$ cat config.mk
export PLATFORM = sky130hd
export DESIGN_NAME = des_key_schedule_decrypt
export DESIGN_NICKNAME = d
export VERILOG_FILES = /design/src/rtl/des_key_schedule_decrypt.sv
export SDC_FILE = /design/constraint.sdc
export NUM_CORES = 1
export LEC_CHECK = 0
export BUFFER_PORTS_ARGS = -buffer_cell sky130_fd_sc_hd__buf_2
export CAP_MARGIN = 20
export CELL_PAD_IN_SITES_DETAIL_PLACEMENT = 1
export CELL_PAD_IN_SITES_GLOBAL_PLACEMENT = 1
export CORE_MARGIN = 5
export CORE_UTILIZATION = 40
export DETAILED_ROUTE_END_ITERATION = 10
export HOLD_SLACK_MARGIN = 0.05
export PLACE_DENSITY = 0.81
export SLEW_MARGIN = 40
export SYNTH_ARGS = -nofsm -noshare
export SYNTH_HDL_FRONTEND = slang
export SYNTH_SLANG_ARGS = --single-unit
$ cat constraint.sdc
create_clock -name clk -period 2.35 [get_ports clk]
set_input_delay 0.47 -clock clk [delete_from_list [all_inputs] [get_ports clk]]
set_output_delay 0.47 -clock clk [all_outputs]
set_load 0.005 [all_outputs]
$ cat src/rtl/des_key_schedule_decrypt.sv
// DES decrypt-order key schedule: presents K16..K1 one per handshake by rotating
// the PC-1 halves right, with a valid/ready output and a one-cycle done pulse.
module des_key_schedule_decrypt (
    input  logic        clk,
    input  logic        rst,
    input  logic        start,
    input  logic [63:0] key,
    input  logic        subkey_ready,
    output logic [47:0] subkey,
    output logic        subkey_valid,
    output logic [3:0]  round_idx,
    output logic        busy,
    output logic        done
);
    typedef enum logic [1:0] {IDLE, ISSUE, DONE} state_t;

    // Tables use DES bit numbering (1 = MSB); key[64-n] holds DES key bit n.
    localparam int PC1 [56] = '{
        57, 49, 41, 33, 25, 17,  9,  1, 58, 50, 42, 34, 26, 18,
        10,  2, 59, 51, 43, 35, 27, 19, 11,  3, 60, 52, 44, 36,
        63, 55, 47, 39, 31, 23, 15,  7, 62, 54, 46, 38, 30, 22,
        14,  6, 61, 53, 45, 37, 29, 21, 13,  5, 28, 20, 12,  4
    };
    localparam int PC2 [48] = '{
        14, 17, 11, 24,  1,  5,  3, 28, 15,  6, 21, 10,
        23, 19, 12,  4, 26,  8, 16,  7, 27, 20, 13,  2,
        41, 52, 31, 37, 47, 55, 30, 40, 51, 45, 33, 48,
        44, 49, 39, 56, 34, 53, 46, 42, 50, 36, 29, 32
    };

    state_t      state_reg;
    logic [27:0] c_reg;
    logic [27:0] d_reg;
    logic [3:0]  round_idx_reg;
    logic        subkey_valid_reg;
    logic        busy_reg;
    logic        done_reg;
    logic [55:0] pc1_key;
    logic [55:0] cd;
    logic        shift_one;
    logic        unused_parity;

    assign unused_parity = ^{key[56], key[48], key[40], key[32],
                             key[24], key[16], key[8],  key[0]};

    genvar gi;
    generate
        for (gi = 0; gi < 56; gi++) begin : g_pc1
            localparam int SRC = 64 - PC1[gi];
            assign pc1_key[55-gi] = key[SRC];
        end
        for (gi = 0; gi < 48; gi++) begin : g_pc2
            localparam int SRC = 56 - PC2[gi];
            assign subkey[47-gi] = cd[SRC];
        end
    endgenerate

    assign cd = {c_reg, d_reg};

    // Next round is 1, 8 or 15: those take a single-position rotate.
    assign shift_one = (round_idx_reg == 4'd0) || (round_idx_reg == 4'd7) ||
                       (round_idx_reg == 4'd14);

    function automatic logic [27:0] rotr(input logic [27:0] v, input logic one);
        return one ? {v[0], v[27:1]} : {v[1:0], v[27:2]};
    endfunction

    always_ff @(posedge clk or posedge rst) begin
        if (rst) begin
            state_reg        <= IDLE;
            c_reg            <= '0;
            d_reg            <= '0;
            round_idx_reg    <= '0;
            subkey_valid_reg <= 1'b0;
            busy_reg         <= 1'b0;
            done_reg         <= 1'b0;
        end else begin
            case (state_reg)
                IDLE: begin
                    done_reg <= 1'b0;
                    if (start) begin
                        c_reg            <= pc1_key[55:28];
                        d_reg            <= pc1_key[27:0];
                        round_idx_reg    <= '0;
                        subkey_valid_reg <= 1'b1;
                        busy_reg         <= 1'b1;
                        state_reg        <= ISSUE;
                    end
                end
                ISSUE: begin
                    if (subkey_ready) begin
                        if (round_idx_reg == 4'd15) begin
                            subkey_valid_reg <= 1'b0;
                            done_reg         <= 1'b1;
                            state_reg        <= DONE;
                        end else begin
                            c_reg         <= rotr(c_reg, shift_one);
                            d_reg         <= rotr(d_reg, shift_one);
                            round_idx_reg <= round_idx_reg + 4'd1;
                        end
                    end
                end
                DONE: begin
                    done_reg  <= 1'b0;
                    busy_reg  <= 1'b0;
                    state_reg <= IDLE;
                end
                default: begin
                    subkey_valid_reg <= 1'b0;
                    busy_reg         <= 1'b0;
                    done_reg         <= 1'b0;
                    state_reg        <= IDLE;
                end
            endcase
        end
    end

    assign subkey_valid = subkey_valid_reg;
    assign round_idx    = round_idx_reg;
    assign busy         = busy_reg;
    assign done         = done_reg;
endmodule

# ---- Word-level counts from Yosys, hierarchy flattened
# Index checks and enable logic that the tools add are counted.
dict set report word_totals {
  register_bits 65
  elab_cells 55
}
dict set report op_classes {
  addsub 1
  eq_ne 9
  mux 26
  n_bitwise 2
  n_reduce_logical 10
}
# op n
set op_table {}
lappend op_table {{2-to-1 mux 28 bit} 8}
lappend op_table {{one-hot mux 28 bit (2 select lines)} 2}
lappend op_table {{2-to-1 mux 4 bit} 3}
lappend op_table {{equality test 4 bit (second input constant)} 2}
lappend op_table {{inequality test 2 bit (second input constant)} 4}
lappend op_table {{one-hot mux 4 bit (2 select lines)} 1}
lappend op_table {{AND reduction 4 bit} 2}
lappend op_table {{2-to-1 mux 1 bit} 6}
lappend op_table {{2-to-1 mux 2 bit} 3}
lappend op_table {{adder 4 x 1 -> 4 bit (second input constant)} 1}
lappend op_table {{equality test 4 x 3 -> 1 bit (second input constant)} 1}
lappend op_table {{zero test 4 bit} 1}
lappend op_table {{one-hot mux 2 bit (2 select lines)} 1}
lappend op_table {{AND reduction 2 bit} 2}
lappend op_table {{one-hot mux 1 bit (3 select lines)} 1}
lappend op_table {{AND reduction 3 bit} 1}
lappend op_table {{equality test 2 x 1 -> 1 bit (second input constant)} 1}
lappend op_table {{equality test 2 bit (second input constant)} 1}
lappend op_table {{zero test 2 bit} 1}
lappend op_table {{logical OR 1 bit} 2}
lappend op_table {{inverter 1 bit} 2}
lappend op_table {{one-hot mux 1 bit (2 select lines)} 1}
lappend op_table {{nonzero test 2 bit} 1}

# ---- Longest topological paths before layout
dict set report depth {
  word_depth 7
  depth_mapped 8
  ltp_nobuf 6
}

# ---- Worst setup path before layout
# OpenSTA, ideal clock, no wires.
dict set report synth_timing {
  kind {register to register}
  startpoint {register round_idx_reg[0] (netlist: round_idx[0])}
  endpoint {register d_reg[18]}
  synth_period_minus_slack_ps 1711
  stages_incl_launch_ff 9
  path_buffers 2
  arrival_time_ps 1585
  slack_ps 639
  cell_sequence {dfrtp_1 inv_1 ha_1 nand2b_4 buf_6 buf_6 mux2i_1 a31oi_1 a221o_1}
}
dict set report synth_between {
  elab_chain_len 7
}
# item line
set synth_lines {}
lappend synth_lines {{from (decl)} 34} ;# logic [3:0] round_idx_reg;
lappend synth_lines {{from (signal assigned)} 99} ;# round_idx_reg <= round_idx_reg + 4'd1;
lappend synth_lines {{equality test 4 x 3 -> 1 bit or zero test 4 bit (tied branches)} 61} ;# assign shift_one = (round_idx_reg == 4'd0) || (round_idx_reg == 4'd7) ||
lappend synth_lines {{logical OR 1 bit (2 in series)} 61}
lappend synth_lines {{2-to-1 mux 28 bit} 65} ;# return one ? {v[0], v[27:1]} : {v[1:0], v[27:2]};
lappend synth_lines {{2-to-1 mux 28 bit} 92} ;# if (round_idx_reg == 4'd15) begin
lappend synth_lines {{2-to-1 mux 28 bit} 91} ;# if (subkey_ready) begin
lappend synth_lines {{one-hot mux 28 bit (2 select lines)} 78} ;# case (state_reg)
lappend synth_lines {{to (signal assigned)} 83} ;# d_reg <= pc1_key[27:0];
lappend synth_lines {{to (signal assigned)} 98} ;# d_reg <= rotr(d_reg, shift_one);
lappend synth_lines {{to (decl)} 33} ;# logic [27:0] d_reg;
# Parallel ways exist; a longest one is shown, timed or not. The select of a mux whose other input is x is not followed.
# A chain may end at the register's enable or synchronous reset.

# ---- Final worst setup path
dict set report layout_timing {
  startpoint {register round_idx_reg[0] (netlist: round_idx[0])}
  endpoint {register c_reg[23]}
}
dict set report layout_between {
  elab_chain_len 7
}
# item line
set layout_lines {}
lappend layout_lines {{equality test 4 x 3 -> 1 bit or zero test 4 bit (tied branches)} 61}
lappend layout_lines {{logical OR 1 bit (2 in series)} 61}
lappend layout_lines {{2-to-1 mux 28 bit} 65}
lappend layout_lines {{2-to-1 mux 28 bit} 92}
lappend layout_lines {{2-to-1 mux 28 bit} 91}
lappend layout_lines {{one-hot mux 28 bit (2 select lines)} 78}
lappend layout_lines {{to (signal assigned)} 82} ;# c_reg <= pc1_key[55:28];
lappend layout_lines {{to (signal assigned)} 97} ;# c_reg <= rotr(c_reg, shift_one);
lappend layout_lines {{to (decl)} 32} ;# logic [27:0] c_reg;
# Parallel ways exist; a longest one is shown, timed or not. The select of a mux whose other input is x is not followed.

==> impl_metrics.py <==
metrics = {
    "power_and_ir_drop": {
        "ir_drop_mv": 0.582,
        "combPwrFrac_pct": 50.2,
        "total_power_mw": 6.88,
        "power.density_nw_per_um2": 1360,
        "seq_power_share_pct": 31.4,
        "p_int_mw": 3.92,
        "power_frac_clock_pct": 18.3,
        "swShare_pct": 43.0,
        "p_leak_nw": 2.47,
        "p_sw_mw": 2.96,
    },
    "detailed_routing": {
        "vias": 3892,
        "drc": 0,
        "via_per_inst": 5.85,
        "drt-initial-drc-count": 174,
        "ant_nets": 0,
        "wire_per_inst_um": 19.2,
        "route.final.wire_length_um": 12800,
        "first_pass_iters": 4,
    },
    "finish": {
        "final_nets": 591,
        "synthToLayoutAreaGrowth_pct": 12.2,
        "final_common_cell": "buf_2",
        "fillCellCount": 1297,
        "final_cell_area_um2": 5080,
        "diodes": 0,
        "final_cell_mix": "114 x buf_2, 66 x nand3_1, 64 x dfrtp_1, 55 x mux2i_1",
        "postLayoutCoreUtil_pct": 46.2,
        "drive_gt1_share_pct": 28.4,
    },
    "worst_setup_path": {
        "timing.rr.end": "c_reg[23]",
        "path_class": "flip-flop to flip-flop",
        "crit_arrival_ns": 2.29,
        "worst_ep_required_time_ns": 2.56,
        "r2r-start": "round_idx[0]",
        "end_kind": "flip-flop",
        "worstRegToRegCells": 5,
        "crit_fanout": 20,
        "r2r_setup_slack_ns": 0.27,
        "start_kind": "flip-flop",
    },
    "global_route": {
        "antenna_found_initial": 0,
        "grt_first_pass_wirelength_um": 20900,
        "grt_max_degree": 76,
        "grt_pass1_vias": 4023,
        "overflow": 0,
        "track_usage_pct": 19.4,
    },
    "yosys": {
        "ys_seq_area_share_pct": 35.9,
        "yosys-top-cells-area": "dfrtp_1 36%, mux2i_1 12%, buf_4 9.0%, nand3_1 7.3%, a221o_1 7.1%",
        "synth_top_area_share_pct": 35.9,
        "ys_types": 37,
        "synth_area_per_cell_um2": 9.57,
        "async_reset_ff_share_pct": 100,
        "synth_edf_count": 0,
        "syn_nets": 544,
        "synthesis.area_um2": 4530,
        "yosys_warnings": 0,
        "netlist_instances": 473,
        "yosys_register_bits": 65,
        "ys.flop_type": "dfrtp_1",
        "synth_area_leader_cell": "dfrtp_1",
    },
    "run_status": {
        "status": "finished, final reports clean",
    },
    "floorplan": {
        "ios": 123,
        "core.rowCount": 38,
        "die_h_um": 116,
        "start_util_pct": 41.2,
        "die_area_um2": 13500,
        "die_x_um": 116,
        "core_region_area_um2": 11000,
    },
    "timing": {
        "rsz0062_at_grt": "false",
        "tns_ns": 0,
        "skew_ns": 0.00584,
        "finalHoldViolations": 0,
        "max_freq_mhz": 480,
        "slew_headroom_pct": 56.2,
        "finalSetupViolations": 0,
        "period_share_pct": 88.6,
        "period_needed_ns": 2.08,
        "maxSlewViolCount": 0,
        "worstMarginPinSlew_ns": 0.658,
    },
    "clock_network": {
        "cts_resized": 0,
        "clock_path_buffers": 2,
        "cts_tree": "done",
        "htree_levels": 3,
        "postCtsHoldBufs": 0,
        "cts.clk_slew.worst_paths_ns": 0.06,
        "clock-sinks": 65,
        "cts_buffers": 9,
        "cts_root_buf": "clkbuf_16",
        "postCtsSetupRepairBufs": 0,
        "clkLatencyLatePin_ns": 0.33,
    },
    "placed_design": {
        "dp_hpwl_um": 8780,
        "io_buffers": 114,
        "place_congestion": 0.824,
        "post_dp_cell_area_um2": 4800,
    },
    "hold_path": {
        "hold_class": "input port to asynchronous set/reset pin",
    },
    "job": {
        "cap_violations": 0,
    },
}
-- cells by family (layout without fill, tap and decap cells) --
group | Yosys count | in the layout | synth area share [%]
DFF | 65 | 65 | 35.9
AOI/OAI and AO/OA | 125 | 125 | 20.2
adders and majority gates | 3 | 3 | 0.829
muxes | 59 | 59 | 13.5
xor gates and xnor gates | 1 | 1 | 0.194
and+or+nand+nor | 124 | 124 | 15.2
buffers and inverters | 96 | 148 | 14.2
-- cell type report --
type | instances | area [µm²] | share of cell area [%]
tap | 140 | 175 | 3.45
inverter | 5 | 18.8 | 0.370
clock inverter | 2 | 12.5 | 0.246
multi-input combinational | 312 | 2270 | 44.8
clock buffer | 14 | 264 | 5.20
timing repair buffer | 127 | 706 | 13.9
sequential | 65 | 1630 | 32.1
-- power by group through the flow --
| stage | Clock (mW) | Sequential, mW | Combinational, mW |
|---|---|---|---|
| 5_1_grt | 1.34 | 2.24 | 3.82 |
| 4_1_cts | 1.29 | 2.16 | 3.51 |
| 6_report | 1.26 | 2.16 | 3.46 |
| 3_5_place_dp | 0 | 2.17 | 3.47 |
| 3_3_place_gp | 0 | 2.12 | 3.33 |
| 2_1_floorplan | 0 | 1.97 | 3.10 |
-- synthesized netlist by cell type, drive strengths merged (2+ instances only) --
master / n
nand2b: 8
dfrtp: 65
buf: 76
inv: 5
clkbuf: 15
ha: 3
nand2: 4
a22oi: 24
a21oi: 3
mux2: 3
and2: 2
mux2i: 56
nor2: 7
a221o: 32
a31oi: 32
nand3: 66
a221oi: 4
o21ai: 26
nor2b: 32
-- worst max path at each step --
| stage | from | endpoint | slack, ns | cells past startpoint |
|---|---|---|---|---|
| 3_5_place_dp | round_idx[0] | c_reg[23] | 0.28 | 5 |
| 5_1_grt | round_idx[0] | c_reg[20] | 0.18 | 5 |
| 4_1_cts | round_idx[0] | c_reg[23] | 0.27 | 5 |
| 6_report | round_idx[0] | c_reg[23] | 0.27 | 5 |
| 2_1_floorplan | rst | busy | 0.25 | 1 |
| 3_3_place_gp | round_idx[0] | c_reg[25] | 0.36 | 5 |
-- per-layer routing --
layer	global-route usage [%]	share of wire, %	up-vias
li1	-	-	1826
met1	26.6	45	1956
met2	31.1	48	94
met3	3.21	4.4	16
met4	6.81	1.7	0
met5	0	0	-
-- critical path, stage by stage, from the launching register on --
cell	delay, ns
dfrtp_1	0.43
ha_1	0.33
mux2i_4	0.18
mux2_2	0.62
mux2i_1	0.31
o21ai_1	0.08
-- per-stage QoR --
stage                     hold WS, ns  std cells  worst slack [ns]
after floorplan                 0.477        473             0.254
after global placement          0.468        649             0.360
after detailed placement        0.477        649             0.276
after CTS                       0.163        665             0.265
after global routing            0.196        665             0.182
final                           0.152        665             0.268
Note: power is estimated with default switching activity, not from simulation.
